===== config.mk =====
export PLATFORM = sky130hd
export DESIGN_NAME = bldc_commutator
export DESIGN_NICKNAME = d
export VERILOG_FILES = /design/src/rtl/bldc_commutator.sv
export SDC_FILE = /design/constraint.sdc
export NUM_CORES = 1
export LEC_CHECK = 0
export CORE_MARGIN = 2
export CORE_UTILIZATION = 58
export CTS_CLUSTER_DIAMETER = 50
export CTS_CLUSTER_SIZE = 30
export DETAILED_ROUTE_END_ITERATION = 10
export GPL_TIMING_DRIVEN = 1
export PLACE_DENSITY = 0.89
export SETUP_SLACK_MARGIN = 0.1
export SYNTH_ARGS = -nofsm -noshare
export SYNTH_HDL_FRONTEND = slang
export SYNTH_SLANG_ARGS = --single-unit
export TNS_END_PERCENT = 100

===== constraint.sdc =====
create_clock -name clk -period 4.15 [get_ports clk]
set_input_delay 0.415 -clock clk [delete_from_list [all_inputs] [get_ports clk]]
set_output_delay 0.415 -clock clk [all_outputs]
set_load 0.005 [all_outputs]

===== src/rtl/bldc_commutator.sv =====
// Six-step BLDC commutation driven by a registered hall code, with a shared-counter
// complementary PWM and dead-time insertion on every per-phase drive change.
module bldc_commutator #(
  parameter int  PHASE_DRIVER_MAX_COUNTER = 'h1FF,
  parameter int  MAX_DUTY_CYCLE           = 'h1FF,
  parameter int  DUTY_CYCLE_STEP_RES      = 1,
  parameter int  DEAD_TIME                = 2,
  localparam int DW = (MAX_DUTY_CYCLE > 0) ? $clog2(MAX_DUTY_CYCLE + 1) : 1
) (
  input  logic          clk,
  input  logic          rst,
  input  logic          en,
  input  logic [2:0]    hall,
  input  logic [DW-1:0] duty_cycle,
  output logic [2:0]    phaseH,
  output logic [2:0]    phaseL
);

  localparam int CW = (PHASE_DRIVER_MAX_COUNTER > 0) ? $clog2(PHASE_DRIVER_MAX_COUNTER + 1) : 1;
  localparam int RW = $clog2(DUTY_CYCLE_STEP_RES + 1);
  localparam int MW = ((DW + RW) > CW) ? (DW + RW) : CW;
  localparam int TW = (DEAD_TIME > 0) ? $clog2(DEAD_TIME + 1) : 1;

  localparam logic [CW-1:0] CNT_MAX = CW'(PHASE_DRIVER_MAX_COUNTER);
  // The cycle that detects a change is itself the first gap cycle.
  localparam logic [TW-1:0] DT_LOAD = (DEAD_TIME > 0) ? TW'(DEAD_TIME - 1) : '0;

  typedef enum logic [1:0] {
    REQ_OFF = 2'd0,
    REQ_HI  = 2'd1,
    REQ_LO  = 2'd2
  } req_e;

  logic [2:0]    hall_s_q;
  logic [CW-1:0] cnt_q, cnt_d;
  logic [MW-1:0] duty_ext, eff_duty;
  logic          pwm_on;
  logic [2:0]    hi_sel, lo_sel;
  req_e          req [3];
  req_e          prev_req_q [3];
  req_e          prev_req_d [3];
  logic [TW-1:0] dt_q [3];
  logic [TW-1:0] dt_d [3];
  logic [2:0]    phase_h_q, phase_h_d;
  logic [2:0]    phase_l_q, phase_l_d;

  always_comb begin
    // NOTE: every output of a combinational block gets a default first, so no path can infer a latch.
    hi_sel = 3'b000;
    lo_sel = 3'b000;
    case (hall_s_q)
      3'b101:  begin hi_sel = 3'b001; lo_sel = 3'b010; end
      3'b100:  begin hi_sel = 3'b001; lo_sel = 3'b100; end
      3'b110:  begin hi_sel = 3'b010; lo_sel = 3'b100; end
      3'b010:  begin hi_sel = 3'b010; lo_sel = 3'b001; end
      3'b011:  begin hi_sel = 3'b100; lo_sel = 3'b001; end
      3'b001:  begin hi_sel = 3'b100; lo_sel = 3'b010; end
      default: begin hi_sel = 3'b000; lo_sel = 3'b000; end
    endcase
  end

  always_comb begin
    duty_ext = MW'(duty_cycle);
    if (duty_ext > MW'(MAX_DUTY_CYCLE)) duty_ext = MW'(MAX_DUTY_CYCLE);
    eff_duty = duty_ext * MW'(DUTY_CYCLE_STEP_RES);
    pwm_on   = MW'(cnt_q) < eff_duty;
    cnt_d    = (cnt_q == CNT_MAX) ? '0 : cnt_q + CW'(1);
  end

  always_comb begin
    for (int j = 0; j < 3; j++) begin
      req[j] = REQ_OFF;
      if (en && hi_sel[j])      req[j] = pwm_on ? REQ_HI : REQ_LO;
      else if (en && lo_sel[j]) req[j] = REQ_LO;
    end
  end

  always_comb begin
    phase_h_d = 3'b000;
    phase_l_d = 3'b000;
    for (int j = 0; j < 3; j++) begin
      prev_req_d[j] = req[j];
      dt_d[j]       = dt_q[j];
      if (req[j] != prev_req_q[j]) begin
        dt_d[j] = DT_LOAD;
        if (DEAD_TIME == 0) begin
          phase_h_d[j] = (req[j] == REQ_HI);
          phase_l_d[j] = (req[j] == REQ_LO);
        end
      end else if (dt_q[j] != '0) begin
        dt_d[j] = dt_q[j] - TW'(1);
      end else begin
        phase_h_d[j] = (req[j] == REQ_HI);
        phase_l_d[j] = (req[j] == REQ_LO);
      end
    end
  end

  always_ff @(posedge clk) begin
    // NOTE: state registers use non-blocking assignments so every flop samples pre-edge values.
    if (rst) begin
      hall_s_q  <= 3'b000;
      cnt_q     <= '0;
      phase_h_q <= 3'b000;
      phase_l_q <= 3'b000;
      for (int j = 0; j < 3; j++) begin
        prev_req_q[j] <= REQ_OFF;
        dt_q[j]       <= '0;
      end
    end else begin
      hall_s_q  <= hall;
      cnt_q     <= cnt_d;
      phase_h_q <= phase_h_d;
      phase_l_q <= phase_l_d;
      for (int j = 0; j < 3; j++) begin
        prev_req_q[j] <= prev_req_d[j];
        dt_q[j]       <= dt_d[j];
      end
    end
  end

  assign phaseH = phase_h_q;
  assign phaseL = phase_l_q;

endmodule


==> run summary <==
IO Pins: 21
Cells after Synth: 185
Overflow after GRT: 0
Total track usage: 23.0%
Worst-path cell chain: clkdlybuf4s50_1 > inv_1 > ha_1 > a211oi_2 > o211ai_1 > a21o_1 > or4_4 > a2111oi_1
Fin. Hold Viols: 0
CP Capture Type: flip-flop
Top-count cell post-synth: dfxtp_1
Max Slew Vio Count: 0
Crit-path max FO: 10
Core footprint: 2690 µm²
Ant. Diodes: 0
Skew-Pair Late Insertion Delay: 0.33 ns
CP arrival: 2.84 ns
Crit-path leading delay family: compound AO/OA/AOI/OAI gates
Outcome: finished, final reports clean
Clock transition at path regs: 0.08 ns
Synth Cell Area: 1610 µm²
Post-route ant nets: 0
Root buffer cell: clkbuf_4
Final non-filler cell total: 239
Initial antenna violation count: 0
Distinct cells, synth: 29
FFs w/ async S/R, synth: 0%
Top-area cell type share of the netlist area: 37.4%
Post-CTS Resized: 0
Setup CP Type: in -> reg
Pwr Total: 717 µW
Largest area contributor in the netlist: dfxtp_1
DR vias: 1,369
# hold bufs at CTS: 0
Layout cells sized above 1: 9.13%
Leakage: 0.777 nW
Max Fclk: 379 MHz
Worst-case clock buffer depth: 2
Post-Place Cells: 231
RSZ-0062 raised after global routing: false
Die Area: 3210 µm²
Hold Path Class: reg -> reg
CTS buffer count: 5
Top post-synthesis cells by area: dfxtp_1 (37%), ha_1 (12%), nor2b_1 (5.1%), inv_1 (4.9%), nor2_1 (4.7%)
Die width: 56.6 µm
CTS tree: done
DR iter-0 viols: 22
Critical Path Start Type: input pin
Power Dens Cells: 381 nW/µm²
Slowest-stage cell, CP: or4_4
Drt total wl: 3.18 mm
Setup TNS Final: 0 ns
Dpl cell area: 1820 µm²
Avg Cell Area, Syn: 8.68 µm²
Bufs and invs on worst path: 2
Max-slew headroom: 71.0%
Vias in the first global route: 1,390
Nets@finish: 238
Syn. warnings: 0
Rows: 19
Critical Path RT: 4.35 ns
Via density: 5.73
DRC violations left: 0
Post-CTS setup buffer count: 0
Dpl hpwl: 2.46 mm
Minimum clock period: 2.64 ns
Post-synth EDFFs: 0
Syn Nets: 216
Register area share after synthesis: 37.4%
H-tree Lvls: 2
Global-route wire length before repair: 5.74 mm
Initial Utilization: 59.8%
Worst Skew: 0.0113 ns
Sink Count: 30
Drt wl/cell: 13.3 µm
Worst slew pin tran: 0.433 ns
Maximum vdd drop: 438 µV
Final setup viols: 0
Most frequent cells after synthesis: dfxtp_1 (30), inv_1 (21), nor2_1 (20), ha_1 (16), nor2b_1 (13)
Largest net degree at the start of global routing: 12
Chip height: 56.6 µm
Drt first pass iters: 4
Max-cap violations: 0
Synth Flop Type: dfxtp_1
Area grow syn2layout: 17.0%
Worst stage delay on the critical path: 0.57 ns
Placer Congestion: 0.773
Fill cells: 224
Final instance area: 1880 µm²
IO buf count: 20
Tcrit/Tclk final: 63.5%
Yosys reg bits: 30
==> routing by layer <==
layer  vias up  global-route usage [%]  part of all wire [%]
li1        690                       -                     -
met4         0                    11.9                   1.9
met3         8                    5.07                   4.2
met2        38                    40.5                    51
met5         -                       0                     0
met1       633                    25.5                    43
==> stage by stage <==
stage / setup WS [ns] / util, % / hold slack [ns]
2_1_floorplan: 1.84 / - / 0.430
3_3_place_gp: 1.30 / 67.7 / 0.446
3_5_place_dp: 1.17 / 67.7 / 0.456
4_1_cts: 1.51 / 70.0 / 0.476
5_1_grt: 1.41 / 70.0 / 0.524
6_report: 1.51 / 70.0 / 0.475
==> layout by cell type (no fill, tap or decap), types with 2 or more instances in the layout <==
cell type        count
or2_2                5
nor3_1               3
nand2_1             12
nand3_1              4
xor2_1               3
a2111oi_1            6
nor2_1              20
clkdlybuf4s50_1     20
a311o_1              3
or3_1                2
a21oi_1             11
a211oi_1             9
inv_1               21
o21ai_0              3
clkbuf_4             5
ha_1                16
dfxtp_1             30
or4_4                3
nor2b_1             13
or2b_2               3
a41oi_1              3
a31o_1               3
==> path summary, 6_finish.rpt <==
| kind | startpoint | endpoint | slack [ns] | cells after the start |
|---|---|---|---|---|
| worst max-delay path | duty_cycle[4] | phaseL[2] | 1.51 | 8 |
| worst min-delay path | cnt_q[0] | cnt_q[0] | 0.48 | 1 |
| worst max register to register | cnt_q[4] | phaseL[2] | 1.74 | 6 |
| worst min register to register | cnt_q[0] | cnt_q[0] | 0.48 | 1 |
==> final cells by class <==
cell class | instances | area [µm²] | area share (%)
repair buffers | 20 | 200 | 10.7
inverters | 21 | 78.8 | 4.19
clock buffers | 7 | 55.1 | 2.93
well taps | 31 | 38.8 | 2.06
flip-flops and latches | 30 | 601 | 32.0
multi-input cells | 129 | 901 | 47.9
clock inverters | 1 | 5.00 | 0.266
==> power breakdown <==
group / internal (mW) / switching [mW]
clock: 0.0819 / 0.0951
sequential: 0.318 / 0.0208
combinational: 0.0907 / 0.110
==> registers in the layout, summed over array words and instances (netlist names) <==
name	cells
phaseL	3
phaseH	3
cnt_q	9
prev_req_q	6
hall_s_q	3
dt_q	6
==> worst register-to-register path, delay by kind of cell, from the launching register on <==
family / cells / cell delay (ns)
AOI/OAI and AO/OA: 4 / 1.05
adders and majority gates: 1 / 0.27
DFF: 1 / 0.39
and+or+nand+nor: 1 / 0.57
==> logic make-up (layout without fill, tap and decap cells) <==
logic type | Yosys count | after routing | synth area share (%)
AOI/OAI and AO/OA | 42 | 42 | 19.5
xor gates and xnor gates | 4 | 4 | 2.18
adders and majority gates | 16 | 16 | 12.5
buffers and inverters | 26 | 49 | 6.54
DFF | 30 | 30 | 37.4
and+or+nand+nor | 67 | 67 | 22.0
Power figures use the tool's default switching activity.
